--- config.mk ---
export PLATFORM = sky130hd
export DESIGN_NAME = alu_ctrl_mdu
export DESIGN_NICKNAME = d
export VERILOG_FILES = /design/src/rtl/alu_pkg.sv /design/src/rtl/mdu_iter.sv /design/src/rtl/alu_ctrl_mdu.sv
export SDC_FILE = /design/constraint.sdc
export NUM_CORES = 1
export LEC_CHECK = 0
export ABC_CLOCK_PERIOD_IN_PS = 4700
export CORE_UTILIZATION = 48
export DETAILED_ROUTE_END_ITERATION = 10
export PLACE_DENSITY_LB_ADDON = 0.08
export SLEW_MARGIN = 40
export SYNTH_ARGS = -nofsm -noshare
export SYNTH_HDL_FRONTEND = slang
export SYNTH_HIERARCHICAL = 1
export SYNTH_SLANG_ARGS = --single-unit
export TNS_END_PERCENT = 30
--- constraint.sdc ---
create_clock -name clk -period 4.7 [get_ports clk]
set_input_delay 0.94 -clock clk [delete_from_list [all_inputs] [get_ports clk]]
set_output_delay 0.94 -clock clk [all_outputs]
set_load 0.1 [all_outputs]
--- src/rtl/alu_pkg.sv ---
// Shared ALU-control constants: aluc codes, aluop bit positions, funct encodings and MDU state type.
// The optional divider is controlled by ALUC_MDU_DIV_EN in the files that import this package.
package alu_pkg;

    localparam logic [3:0] ALUC_AND = 4'b0000;
    localparam logic [3:0] ALUC_OR  = 4'b0001;
    localparam logic [3:0] ALUC_ADD = 4'b0010;
    localparam logic [3:0] ALUC_SLL = 4'b0011;
    localparam logic [3:0] ALUC_SRL = 4'b0100;
    localparam logic [3:0] ALUC_SRA = 4'b0101;
    localparam logic [3:0] ALUC_SUB = 4'b0110;
    localparam logic [3:0] ALUC_SLT = 4'b0111;
    localparam logic [3:0] ALUC_NOR = 4'b1000;

    localparam int AOP_R   = 0;
    localparam int AOP_ADD = 1;
    localparam int AOP_AND = 2;
    localparam int AOP_OR  = 3;
    localparam int AOP_SUB = 4;

    localparam logic [5:0] F_ADD   = 6'b100000;
    localparam logic [5:0] F_SUB   = 6'b100010;
    localparam logic [5:0] F_AND   = 6'b100100;
    localparam logic [5:0] F_OR    = 6'b100101;
    localparam logic [5:0] F_SLT   = 6'b101010;
    localparam logic [5:0] F_SLL   = 6'b000000;
    localparam logic [5:0] F_SRL   = 6'b000010;
    localparam logic [5:0] F_SRA   = 6'b000011;
    localparam logic [5:0] F_NOR   = 6'b100111;

    localparam logic [5:0] F_MULT  = 6'b011000;
    localparam logic [5:0] F_MULTU = 6'b011001;
    localparam logic [5:0] F_DIV   = 6'b011010;
    localparam logic [5:0] F_DIVU  = 6'b011011;
    localparam logic [5:0] F_MFHI  = 6'b010000;
    localparam logic [5:0] F_MTHI  = 6'b010001;
    localparam logic [5:0] F_MFLO  = 6'b010010;
    localparam logic [5:0] F_MTLO  = 6'b010011;

    typedef enum logic {MD_IDLE, MD_RUN} md_state_e;

    function automatic logic [3:0] r_decode(input logic [5:0] f);
        case (f)
            F_ADD:   r_decode = ALUC_ADD;
            F_SUB:   r_decode = ALUC_SUB;
            F_AND:   r_decode = ALUC_AND;
            F_OR:    r_decode = ALUC_OR;
            F_SLT:   r_decode = ALUC_SLT;
            F_SLL:   r_decode = ALUC_SLL;
            F_SRL:   r_decode = ALUC_SRL;
            F_SRA:   r_decode = ALUC_SRA;
            F_NOR:   r_decode = ALUC_NOR;
            default: r_decode = ALUC_ADD;
        endcase
    endfunction

endpackage

--- src/rtl/mdu_iter.sv ---
// Iterative unsigned shift-add multiplier / restoring divider, one step per clock over WIDTH cycles.
// The divide step is compiled only when ALUC_MDU_DIV_EN is defined.
module mdu_iter
    import alu_pkg::*;
#(
    parameter int WIDTH = 32
) (
    input  logic               clk,
    input  logic               rst_n,
    input  logic               start_i,
    input  logic               div_i,
    input  logic [WIDTH-1:0]   a_i,
    input  logic [WIDTH-1:0]   b_i,
    output logic               busy_o,
    output logic               last_o,
    output logic [2*WIDTH-1:0] res_o
);
    localparam int CW = $clog2(WIDTH);

    md_state_e          state_q;
    logic [CW-1:0]      cnt_q;
    logic [2*WIDTH-1:0] acc_q;
    logic [2*WIDTH-1:0] step_d;
    logic [WIDTH-1:0]   opnd_q;
    logic [WIDTH:0]     mul_sum;

    // acc_q holds {partial product, multiplier} or {partial remainder, dividend/quotient}
    assign mul_sum = {1'b0, acc_q[2*WIDTH-1:WIDTH]} + {1'b0, {WIDTH{acc_q[0]}} & opnd_q};

`ifdef ALUC_MDU_DIV_EN
    logic             div_q;
    logic [WIDTH:0]   rem_sh;
    logic [WIDTH-1:0] rem_diff;
    logic             rem_ge;

    assign rem_sh   = {acc_q[2*WIDTH-1:WIDTH], acc_q[WIDTH-1]};
    assign rem_ge   = rem_sh >= {1'b0, opnd_q};
    assign rem_diff = rem_sh[WIDTH-1:0] - opnd_q;
    assign step_d   = div_q ? {(rem_ge ? rem_diff : rem_sh[WIDTH-1:0]), acc_q[WIDTH-2:0], rem_ge}
                            : {mul_sum, acc_q[WIDTH-1:1]};
`else
    logic unused_div;
    assign unused_div = div_i;
    assign step_d     = {mul_sum, acc_q[WIDTH-1:1]};
`endif

    assign busy_o = (state_q == MD_RUN);
    assign last_o = (state_q == MD_RUN) && (cnt_q == CW'(WIDTH - 1));
    assign res_o  = step_d;

    always_ff @(posedge clk or negedge rst_n) begin
        if (!rst_n) begin
            state_q <= MD_IDLE;
            cnt_q   <= '0;
        end else begin
            case (state_q)
                MD_IDLE: begin
                    if (start_i) begin
                        state_q <= MD_RUN;
                        cnt_q   <= '0;
                    end
                end
                MD_RUN: begin
                    cnt_q <= last_o ? '0 : cnt_q + 1'b1;
                    if (last_o) state_q <= MD_IDLE;
                end
                default: state_q <= MD_IDLE;
            endcase
        end
    end

    always_ff @(posedge clk) begin
        if (start_i && state_q == MD_IDLE) begin
            opnd_q <= div_i ? b_i : a_i;
            acc_q  <= {{WIDTH{1'b0}}, (div_i ? a_i : b_i)};
`ifdef ALUC_MDU_DIV_EN
            div_q  <= div_i;
`endif
        end else if (state_q == MD_RUN) begin
            acc_q <= step_d;
        end
    end

endmodule

--- src/rtl/alu_ctrl_mdu.sv ---
// EX-stage ALU control decode with iterative MDU, HI/LO registers, sign fix-up and hazard stall.
// Define ALUC_MDU_DIV_EN to enable DIV/DIVU; otherwise those functs decode as plain R-type.
module alu_ctrl_mdu
    import alu_pkg::*;
#(
    parameter int WIDTH   = 32,
    parameter int ALUOP_W = 5
) (
    input  logic               clk,
    input  logic               rst_n,
    input  logic [ALUOP_W-1:0] aluop,
    input  logic [5:0]         funct,
    input  logic               valid,
    input  logic               flush,
    input  logic [WIDTH-1:0]   op_a,
    input  logic [WIDTH-1:0]   op_b,
    output logic [3:0]         aluc,
    output logic               stall,
    output logic               md_busy,
    output logic               md_done,
    output logic [WIDTH-1:0]   hi,
    output logic [WIDTH-1:0]   lo
);
    logic issue, is_mul, is_div, is_mthi, is_mtlo, is_mfx, hilo_op, start;
    logic sgn, a_neg, b_neg, neg_q, done_q, md_last;
    logic [WIDTH-1:0]   a_mag, b_mag, hi_q, hi_d, lo_q, lo_d;
    logic [2*WIDTH-1:0] res, prod_fix;

    always_comb begin
        aluc = ALUC_ADD;
        if (aluop[AOP_R])        aluc = r_decode(funct);
        else if (aluop[AOP_ADD]) aluc = ALUC_ADD;
        else if (aluop[AOP_AND]) aluc = ALUC_AND;
        else if (aluop[AOP_OR])  aluc = ALUC_OR;
        else if (aluop[AOP_SUB]) aluc = ALUC_SUB;
    end

    assign issue   = valid & ~flush & aluop[AOP_R];
    assign is_mul  = (funct == F_MULT) || (funct == F_MULTU);
`ifdef ALUC_MDU_DIV_EN
    assign is_div  = (funct == F_DIV) || (funct == F_DIVU);
`else
    assign is_div  = 1'b0;
`endif
    assign is_mthi = (funct == F_MTHI);
    assign is_mtlo = (funct == F_MTLO);
    assign is_mfx  = (funct == F_MFHI) || (funct == F_MFLO);
    assign hilo_op = is_mul | is_div | is_mthi | is_mtlo | is_mfx;
    assign stall   = md_busy & issue & hilo_op;
    assign start   = issue & ~md_busy & (is_mul | is_div);

    assign sgn   = (funct == F_MULT) || (is_div && funct == F_DIV);
    assign a_neg = sgn & op_a[WIDTH-1];
    assign b_neg = sgn & op_b[WIDTH-1];
    assign a_mag = a_neg ? -op_a : op_a;
    assign b_mag = b_neg ? -op_b : op_b;

    mdu_iter #(.WIDTH(WIDTH)) u_iter (
        .clk     (clk),
        .rst_n   (rst_n),
        .start_i (start),
        .div_i   (is_div),
        .a_i     (a_mag),
        .b_i     (b_mag),
        .busy_o  (md_busy),
        .last_o  (md_last),
        .res_o   (res)
    );

    assign prod_fix = neg_q ? -res : res;

`ifdef ALUC_MDU_DIV_EN
    logic div_q, a_neg_q, bzero_q;
    logic [WIDTH-1:0] quo, rem;
    assign quo = res[WIDTH-1:0];
    assign rem = res[2*WIDTH-1:WIDTH];
`endif

    always_ff @(posedge clk) begin
        if (start) begin
            neg_q   <= a_neg ^ b_neg;
`ifdef ALUC_MDU_DIV_EN
            div_q   <= is_div;
            a_neg_q <= a_neg;
            bzero_q <= (op_b == '0);
`endif
        end
    end

    // A commit and a move never coincide: moves are stalled while the unit is busy
    always_comb begin
        hi_d = hi_q;
        lo_d = lo_q;
        if (md_last) begin
            {hi_d, lo_d} = prod_fix;
`ifdef ALUC_MDU_DIV_EN
            if (div_q) begin
                lo_d = bzero_q ? '1 : (neg_q ? -quo : quo);
                hi_d = a_neg_q ? -rem : rem;
            end
`endif
        end else if (issue && !md_busy && is_mthi) begin
            hi_d = op_a;
        end else if (issue && !md_busy && is_mtlo) begin
            lo_d = op_a;
        end
    end

    always_ff @(posedge clk or negedge rst_n) begin
        if (!rst_n) begin
            hi_q   <= '0;
            lo_q   <= '0;
            done_q <= 1'b0;
        end else begin
            hi_q   <= hi_d;
            lo_q   <= lo_d;
            done_q <= md_last;
        end
    end

    assign hi      = hi_q;
    assign lo      = lo_q;
    assign md_done = done_q;

endmodule

==> impl_metrics.yaml, run 1 <==
cells_and_area:
  post-route-util: 0.5632
  n_antenna_cell: 0
  syn2layout_area_growth_pct: 15.57
  final_cell_mix: "105 x nand2_1, 100 x a21oi_1, 98 x o21ai_0"
  mostFrequentLayoutCell: "nand2_1"
  nNetsFinal: 1607
  drive_above_1_share: 0.1617
clock_tree:
  cts_buffer_depth: 2
  cts_hold_buf: 0
  cts_buffers: 17
  cts_tree: "yes"
  cts_setup_buffers: 0
  htreeDepth: 4
  clk_pin_slew_ns: 0.08
  cts_num_sinks: 168
  cts_root_buf: "clkbuf_16"
  ctsResizeCount: 0
  clkLatencyLatePin_ns: 0.44
setup_path:
  r2r-end: "hi[29]"
  crit_path_start: "u_iter/acc_q[0]"
  end_kind: "register"
  startpoint_type: "register"
  worstPathArrival_ns: 4.76
  r2r_slack_ns: 0.23
  crit_path_end: "hi[29]"
  crit_path_max_fanout: 31
  crit_type: "reg -> reg"
  reg2regPathDepth: 15
  crit_required_ns: 4.99
  r2r_start: "u_iter/acc_q[0]"
global_routing:
  grt_usage: 0.2892
  grt_overflow_total: 0
  grt_pass1_wl_um: 59000
  antenna_found_initial: 1
  grt_max_degree: 72
  first_global_vias: 10188
run:
  max-cap-violations: 0
drt:
  post_drt_via_cell_ratio: 5.929
  totalWireLength_um: 38740
  drtAntennaViolNets: 0
  post_drt_wl_per_cell_um: 21.08
  remaining_drc_errors: 0
  drt_first_iter_violations: 963
  routed-via-count: 10898
  first_pass_iters: 5
synth:
  ys_ff_latch: 168
  async_flop_share: 0.4226
  ys.warnings.count: 6
  syn_nets: 1510
  syn_inst: 1393
  synth.distinct_cells: 83
  syn_area_sq_um: 12660
  synth_edf_count: 65
  ys_seq_area_frac: 0.3450
  syn_area_per_cell_sq_um: 9.091
  synthFlopType: "dfrtp_1"
worst_hold_path:
  hp-start: "u_iter/acc_q[56]"
  hold_class: "reg -> reg"
timing:
  fin_setup_tns_ns: 0
  clock_skew_ns: 0.01304
  setup_viol: 0
  rsz0062_at_grt: "false"
  timing.fmax_mhz: 223.6
  finalCritPeriodShare: 0.9514
  slew_violations: 0
  tightest_slew_ns: 0.8574
  fin_ws_ns: 0.2283
  slew_headroom: 0.4251
  hold_slack_ns: 0.4848
  period_needed_ns: 4.472
  hold_viol_final: 0
floorplan:
  start_util: 0.4873
  fp-row-count: 59
  dieArea_sq_um: 27040
  ioPinCount: 150
  die_x_um: 164.4
  coreArea_sq_um: 25980
  die_y_um: 164.4
power:
  p_leak_nw: 6.272
  power_mw: 8.250
  power_density_nw_per_um2: 563.7
  ir_worst_vdd_v: 0.0003809
run_status:
  outcome: "completed"
placed_design:
  dpl_worst_slack_ns: 0.1653
  io_buffers: 149
  hpwl_um: 28920
  place.gp.congestion: 0.9282
==> critical path: stages, from the launching register on <==
cell	delay [ns]
edfxtp_1	0.40
buf_6	0.19
and2_1	0.16
ha_1	0.34
a21o_1	0.22
a31o_2	0.24
o211ai_1	0.21
nand3b_1	0.16
a31oi_1	0.22
xnor2_1	0.11
or4_4	0.60
or4_4	0.54
or3b_1	0.40
o31ai_1	0.24
xor2_1	0.20
a21oi_1	0.09
==> final cells by class <==
type,instances,area (sq um)
inverters,24,90.09
flip-flops and latches,168,4369
repair buffers,194,1514
clock inverters,14,130.1
clock buffers,18,429.2
well taps,335,419.2
fillers,2353,11350
multi-input cells,1085,7684
==> per-layer routing <==
layer | part of all wire | vias up | GRT usage
met3 | 0.064 | 48 | 0.05123
met2 | 0.42 | 356 | 0.4139
li1 | - | 5244 | -
met4 | 0.020 | 2 | 0.07256
met1 | 0.49 | 5248 | 0.4438
met5 | 0.00034 | - | 0
==> cell usage after synthesis, types with 4 or more instances <==
library cell	n	share of area
a21o_1	17	0.010
a22o_1	23	0.016
nor2_1	69	0.020
nand2_1	105	0.031
and2_1	41	0.020
mux2i_1	48	0.038
dfrtp_1	71	0.14
nor4_1	12	0.0059
o41ai_1	19	0.013
buf_2	10	0.0040
buf_4	32	0.019
o21bai_1	4	0.0024
nand4_1	10	0.0049
dfxtp_1	32	0.051
o21ai_0	98	0.039
xnor2_1	69	0.048
ha_1	37	0.037
o21a_1	6	0.0036
or4_1	8	0.0047
xor2_1	83	0.057
nor2b_1	36	0.018
edfxtp_1	65	0.15
o31ai_1	35	0.021
nand3_1	19	0.0075
nor3_1	16	0.0063
a21oi_1	100	0.040
a211oi_1	39	0.023
a31oi_1	11	0.0054
o211ai_1	10	0.0059
inv_1	24	0.0071
or2_2	8	0.0040
mux2_2	46	0.041
and3_1	5	0.0025
nand2b_1	20	0.0099
or4_4	9	0.0080
clkbuf_1	67	0.020
or3_1	24	0.012
==> worst min-delay path by stage <==
stage / endpoint / slack [ns] / cells past startpoint
2_1_floorplan: u_iter/acc_q[61] / 0.44 / 2
3_3_place_gp: u_iter/acc_q[56] / 0.46 / 1
3_5_place_dp: u_iter/acc_q[54] / 0.46 / 1
4_1_cts: u_iter/acc_q[56] / 0.49 / 1
6_report: u_iter/acc_q[56] / 0.48 / 1
5_1_grt: u_iter/acc_q[50] / 0.49 / 1
==> power breakdown <==
group | switching [mW] | internal (mW)
Sequential | 0.287 | 1.95
Clock | 0.698 | 0.704
Combinational | 3.31 | 1.30
==> cells by family (layout without fill, tap and decap cells) <==
kind of cell,Yosys count,in the layout,synth area share
buffers and inverters,140,250,0.05385
AOI/OAI and AO/OA,390,390,0.2020
xor gates and xnor gates,152,152,0.1051
DFF,168,168,0.3450
adders and majority gates,38,38,0.03814
other,1,1,0.0002961
and+or+nand+nor,409,409,0.1759
muxes,95,95,0.07974
==> stage by stage <==
step | cell area, sq um | std cells
3_3_place_gp | 14320 | 1804
4_1_cts | 14590 | 1838
2_1_floorplan | 12670 | 1393
3_5_place_dp | 14030 | 1806
6_report | 14640 | 1838
5_1_grt | 14640 | 1838
==> flip-flops by register name (all words and copies together), names as in the netlist <==
name,count
hi,32
lo,32
md_done,1
neg_q,1
u_iter/acc_q,64
u_iter/busy_o,1
u_iter/cnt_q,5
u_iter/opnd_q,32
No activity file was read; power rests on OpenSTA's default activity.
==> run 2: changes to the inputs <==
Settings changed: DONT_BUFFER_PORTS from default to 1.
==> run 2 against run 1 <==
  * Clock power barely moved
  * Power down 4.1%
  * Clock skew grew 0.0050 ns
  * Via count down 7.0%
  * Clock-buffer cell count rose by 1
  * Design area decreased by 7.1%
  * Combinational power shrank 45%
  * Sequential power increased by 78%
  * Utilization fell by 4.0 points
  * Maximum frequency grew 0.32%
  * Global-route usage decreased by 1.5 points
  * Die area did not move
  * Largest power group is now registers
==> impl_metrics.yaml, run 2 (synthesis results as in run 1) <==
run_status:
  outcome: "completed"
placed_design:
  dpl.cell_count: 1650
  place.gp.congestion: 0.9918
  hpwl_um: 27910
  place_area_sq_um: 12920
  io_buffers: 0
  dpl_worst_slack_ns: 0.1971
floorplan:
  ioPinCount: 150
  coreArea_sq_um: 25980
  die_y_um: 164.4
  start_util: 0.4873
  fp-row-count: 59
  dieArea_sq_um: 27040
  die_x_um: 164.4
cells_and_area:
  syn2layout_area_growth_pct: 7.341
  nNetsFinal: 1454
  post-route-util: 0.5231
  n_antenna_cell: 0
  design_area_sq_um: 13590
  fillers: 2433
  largest_reg_flops: 64
  final-seq-area_sq_um: 4446
  multi_input_area_sq_um: 7722
  drive_above_1_share: 0.1689
  final_cell_mix: "105 x nand2_1, 99 x a21oi_1, 98 x o21ai_0"
  top_register: "u_iter/acc_q"
  layoutNonFillerInstCount: 1685
  mostFrequentLayoutCell: "nand2_1"
global_routing:
  antenna_found_initial: 1
  first_global_vias: 9456
  grt_pass1_wl_um: 55960
  grt_overflow_total: 0
  grt_max_degree: 72
  grt_usage: 0.2744
clock_tree:
  cts_buffers: 17
  htreeDepth: 4
  cts_tree: "yes"
  cts_buffer_depth: 2
  cts_num_sinks: 168
  clkLatencyLatePin_ns: 0.44
  cts_root_buf: "clkbuf_16"
  clk_pin_slew_ns: 0.08
power:
  power_density_nw_per_um2: 582.1
  ir_worst_vdd_v: 0.0003954
  p_leak_nw: 5.580
  power_mw: 7.913
run:
  max-cap-violations: 0
setup_path:
  r2r-end: "hi[30]"
  r2r_slack_ns: 0.24
  r2r_start: "u_iter/acc_q[0]"
  worstPathArrival_ns: 4.76
  crit_type: "reg -> reg"
  reg2regPathDepth: 17
  end_kind: "register"
  crit_required_ns: 5.00
  startpoint_type: "register"
  crit_path_max_fanout: 8
timing:
  clock_skew_ns: 0.01806
  hold_viol_final: 0
  tightest_slew_ns: 0.8973
  period_needed_ns: 4.457
  timing.fmax_mhz: 224.3
  slew_violations: 0
  fin_ws_ns: 0.2426
  slew_headroom: 0.4018
  finalCritPeriodShare: 0.9484
  setup_viol: 0
drt:
  post_drt_via_cell_ratio: 6.017
  routed-via-count: 10138
  drtAntennaViolNets: 0
  totalWireLength_um: 36940
  first_pass_iters: 5
  drt_first_iter_violations: 746
  post_drt_wl_per_cell_um: 21.93
  remaining_drc_errors: 0
worst_hold_path:
  hold_class: "in -> async"
[run 2: cell count changes in the layout (fill, tap and decap cells not counted), moves of 2 or more]
cell and change:
clkinvlp_4 -2, clkdlybuf4s50_1 -77, clkbuf_1 +2, a211oi_2 +2
dfrtp_2 +61, dfrtp_1 -61, buf_2 -65, buf_4 -12
buf_6 -2, inv_8 -2
[run 2: report_power, final]
group | total (mW) | leakage [nW] | switching (mW) | internal (mW)
Combinational | 2.52 | 3.63 | 1.44 | 1.07
Clock | 1.41 | 0.283 | 0.660 | 0.750
Sequential | 3.99 | 1.67 | 2.02 | 1.96
[run 2: area by class of cell]
type,count,area share
Multi-Input combinational cell,1085,0.5681
Sequential cell,168,0.3270
Clock buffer,19,0.03185
Tap cell,335,0.03084
Timing Repair Buffer,41,0.02568
Clock inverter,13,0.009849
Inverter,24,0.006627
[run 2: worst max path at each step]
| stage | from | end | slack (ns) | cells past startpoint |
|---|---|---|---|---|
| after global routing | u_iter/acc_q[0] | hi[30] | -0.04 | 17 |
| after detailed placement | u_iter/acc_q[0] | hi[30] | 0.20 | 16 |
| after global placement | u_iter/acc_q[0] | hi[29] | 0.26 | 15 |
| final | u_iter/acc_q[0] | hi[30] | 0.24 | 17 |
| after CTS | u_iter/acc_q[0] | hi[30] | 0.15 | 16 |
| after floorplan | aluop[0] | aluc[2] | 0.32 | 3 |
[run 2: metal layers]
| metal | share of wire | wire length [um] | track usage |
|---|---|---|---|
| met1 | 0.49 | 18260 | 0.4122 |
| met2 | 0.43 | 15770 | 0.3947 |
| met3 | 0.066 | 2438 | 0.06278 |
| met4 | 0.013 | 473 | 0.06380 |
| met5 | 0 | 0 | 0 |
[run 2: timing repair]
| item | CTS | global route |
|---|---|---|
| gates resized for setup | 0 | 8 |
| buffers inserted | 0 | 2 |
| hold buffers | 0 | 0 |
| endpoints found under the setup margin | 0 | 5 |
[run 2: stage by stage]
step,hold slack (ns),setup TNS (ns)
after floorplan,0.4420,0
after detailed placement,0.4650,0
after global placement,0.4551,0
final,0.1932,0
after CTS,0.1724,0
after global routing,0.1645,-0.04324
[run 2: critical path, cell delays in order (launching register included)]
cell	delay (ns)
edfxtp_1	0.41
buf_4	0.17
and2_1	0.14
ha_1	0.34
a21o_1	0.24
a31o_2	0.26
o21bai_2	0.19
buf_4	0.14
a211oi_1	0.10
o21a_1	0.23
o31ai_1	0.30
xnor2_1	0.20
or4_1	0.61
nor4_2	0.25
nand2_1	0.09
o41ai_1	0.31
xor2_1	0.22
a21oi_1	0.10
==> run 3: changes to the inputs <==
Settings changed: ABC_CLOCK_PERIOD_IN_PS 4700 to 3700.
Clock period 4.7 ns to 3.7 ns, I/O delays scaled along.
==> run 3 against run 2 <==
  * The run now ends with negative setup slack left
  * Largest power group unchanged
  * Global-route usage increased by 1.3 points
  * Critical path type unchanged
  * Non-clock buffer count increased by 153
  * Critical endpoint is now hi[22]
  * Final cell count increased by 9.1%
  * Design area increased by 12%
==> impl_metrics.yaml, run 3 (synthesis results as in run 1) <==
cells_and_area:
  multi_input_area_sq_um: 8013
  top_register: "u_iter/acc_q"
  nNetsFinal: 1607
  n_antenna_cell: 0
  final-seq-area_sq_um: 4444
  drive_above_1_share: 0.2794
  largest_reg_flops: 64
  post-route-util: 0.5835
  syn2layout_area_growth_pct: 19.73
  mostFrequentLayoutCell: "buf_4"
  final_cell_mix: "180 x buf_4, 105 x nand2_1, 95 x a21oi_1"
  fillers: 2337
  layoutNonFillerInstCount: 1838
placed_design:
  hpwl_um: 28960
  dpl.cell_count: 1779
  io_buffers: 0
  place.gp.congestion: 0.9550
power:
  switching_share: 0.5079
  p_seq_frac: 0.454
  power_density_nw_per_um2: 740.4
  clockPowerShare: 0.165
  power_mw: 11.23
  intPower_mw: 5.524
  p_switching_mw: 5.702
  combPwrFrac: 0.382
  p_leak_nw: 6.508
  ir_worst_vdd_v: 0.0005490
clock_tree:
  cts_buffers: 17
  cts_num_sinks: 168
  clk_pin_slew_ns: 0.08
  cts_root_buf: "clkbuf_16"
  htreeDepth: 4
  cts_tree: "yes"
  cts_buffer_depth: 2
  clkLatencyLatePin_ns: 0.45
timing:
  slew_violations: 0
  timing.fmax_mhz: 229.5
  period_needed_ns: 4.358
  fin_setup_tns_ns: -10.70
  slew_headroom: 0.4011
  clock_skew_ns: 0.02232
  fin_ws_ns: -0.6580
  rsz0062_at_grt: "true"
  tightest_slew_ns: 0.8984
  hold_viol_final: 0
  finalCritPeriodShare: 1.178
  setup_viol: 22
floorplan:
  dieArea_sq_um: 27040
  die_x_um: 164.4
  die_y_um: 164.4
  coreArea_sq_um: 25980
  start_util: 0.4873
  fp-row-count: 59
  ioPinCount: 150
global_routing:
  grt_pass1_wl_um: 58750
  grt_usage: 0.2873
  grt_max_degree: 72
  grt_overflow_total: 0
  antenna_found_initial: 2
  first_global_vias: 10183
setup_path:
  reg2regPathDepth: 17
  end_kind: "register"
  crit_required_ns: 4.00
  worstPathArrival_ns: 4.66
  cp_cell_sequence: "buf_6, and2_4, ha_4, fa_2, a21o_1, a221oi_2, nand4bb_4, a31oi_4, a21oi_2, xnor2_2, or4_4, or4_4, buf_4, or3_1, o31ai_2, xor2_1, a21oi_1"
  cpPeakStageDelay_ns: 0.51
  cp_slowest_cell: "or4_4"
  crit_top_cell: "or4_4"
  crit_type: "reg -> reg"
  startpoint_type: "register"
  crit_path_max_fanout: 8
drt:
  drt_first_iter_violations: 983
  totalWireLength_um: 39130
  post_drt_wl_per_cell_um: 21.29
  first_pass_iters: 5
  remaining_drc_errors: 0
  drtAntennaViolNets: 0
  routed-via-count: 10861
  post_drt_via_cell_ratio: 5.909
run_status:
  outcome: "finished with violations"
  violations: "negative setup slack"
run:
  max-cap-violations: 0
worst_hold_path:
  hold_class: "in -> async"
run 3: cell count changes in the layout (fill, tap and decap cells not counted), moves of 4 or more:
cell,previous run,this run
o21ai_0,98,94
o31ai_1,34,26
o31ai_2,0,6
a21oi_1,99,95
o41ai_2,2,8
buf_4,35,180
a21oi_2,1,5
clkinv_8,0,5
o41ai_1,19,11
run 3: area by class of cell:
| type | instances | share of cell area |
|---|---|---|
| Clock inverter | 14 | 0.01139 |
| Inverter | 24 | 0.005942 |
| Sequential cell | 168 | 0.2931 |
| Timing Repair Buffer | 194 | 0.1051 |
| Multi-Input combinational cell | 1085 | 0.5285 |
| Clock buffer | 18 | 0.02831 |
| Tap cell | 335 | 0.02764 |
run 3: worst max-delay path: cells and delay by family, from the launching register on:
kind	cells	cell delay [ns]
AND/OR/NAND/NOR	5	1.68
AO/OA/AOI/OAI	6	1.07
adder cells (fa/ha/maj)	2	0.49
flip-flops	1	0.38
buffers and inverters	2	0.32
XOR/XNOR	2	0.29
run 3: worst paths after layout:
| check | from | endpoint | slack, ns |
|---|---|---|---|
| worst max-delay path | u_iter/acc_q[0] | hi[22] | -0.66 |
| worst min register to register | u_iter/acc_q[35] | u_iter/acc_q[35] | 0.48 |
| min in group clk | u_iter/acc_q[35] | u_iter/acc_q[35] | 0.48 |
| worst max register to register | u_iter/acc_q[0] | hi[22] | -0.66 |
| worst min-delay path | rst_n | hi[7] | 0.18 |
| max in group asynchronous | rst_n | lo[17] | 3.14 |
run 3: through the flow:
stage	setup slack, ns	area (sq um)	hold slack [ns]
CTS	-0.5652	14770	0.1952
finish	-0.6580	15160	0.1828
floorplan	-0.5263	12740	0.4420
detailed placement	-0.6670	13960	0.4454
global route	-0.7923	15160	0.1909
global placement	-0.4995	13910	0.4455
run 3: per-layer routing:
metal  routed length, um  up-vias  share of wire  GRT usage
met5                   0        -              0          0
met1               18630     5206           0.48     0.4330
met2               16890      344           0.43     0.4158
met3                2856       45          0.073    0.06303
li1                    -     5266              -          -
met4                 752        0          0.019    0.06297
run 3: what timing repair did:
| action | in CTS | in global routing |
|---|---|---|
| cloned | 0 | 2 |
| hold buffers | 1 | 0 |
| pin swaps | 13 | 33 |
| hold endpoints to repair | 71 | 0 |
| gates resized for setup | 18 | 37 |
| setup buffers | 9 | 16 |
| endpoints found under the setup margin | 22 | 24 |
run 3: power by group through the flow:
stage / Clock (mW) / Sequential, mW / Combinational [mW]
finish: 1.85 / 5.09 / 4.28
global route: 1.96 / 5.15 / 4.65
global placement: 0 / 5.05 / 3.86
CTS: 1.89 / 5.05 / 4.07
detailed placement: 0 / 5.08 / 3.89
floorplan: 0 / 4.87 / 2.42
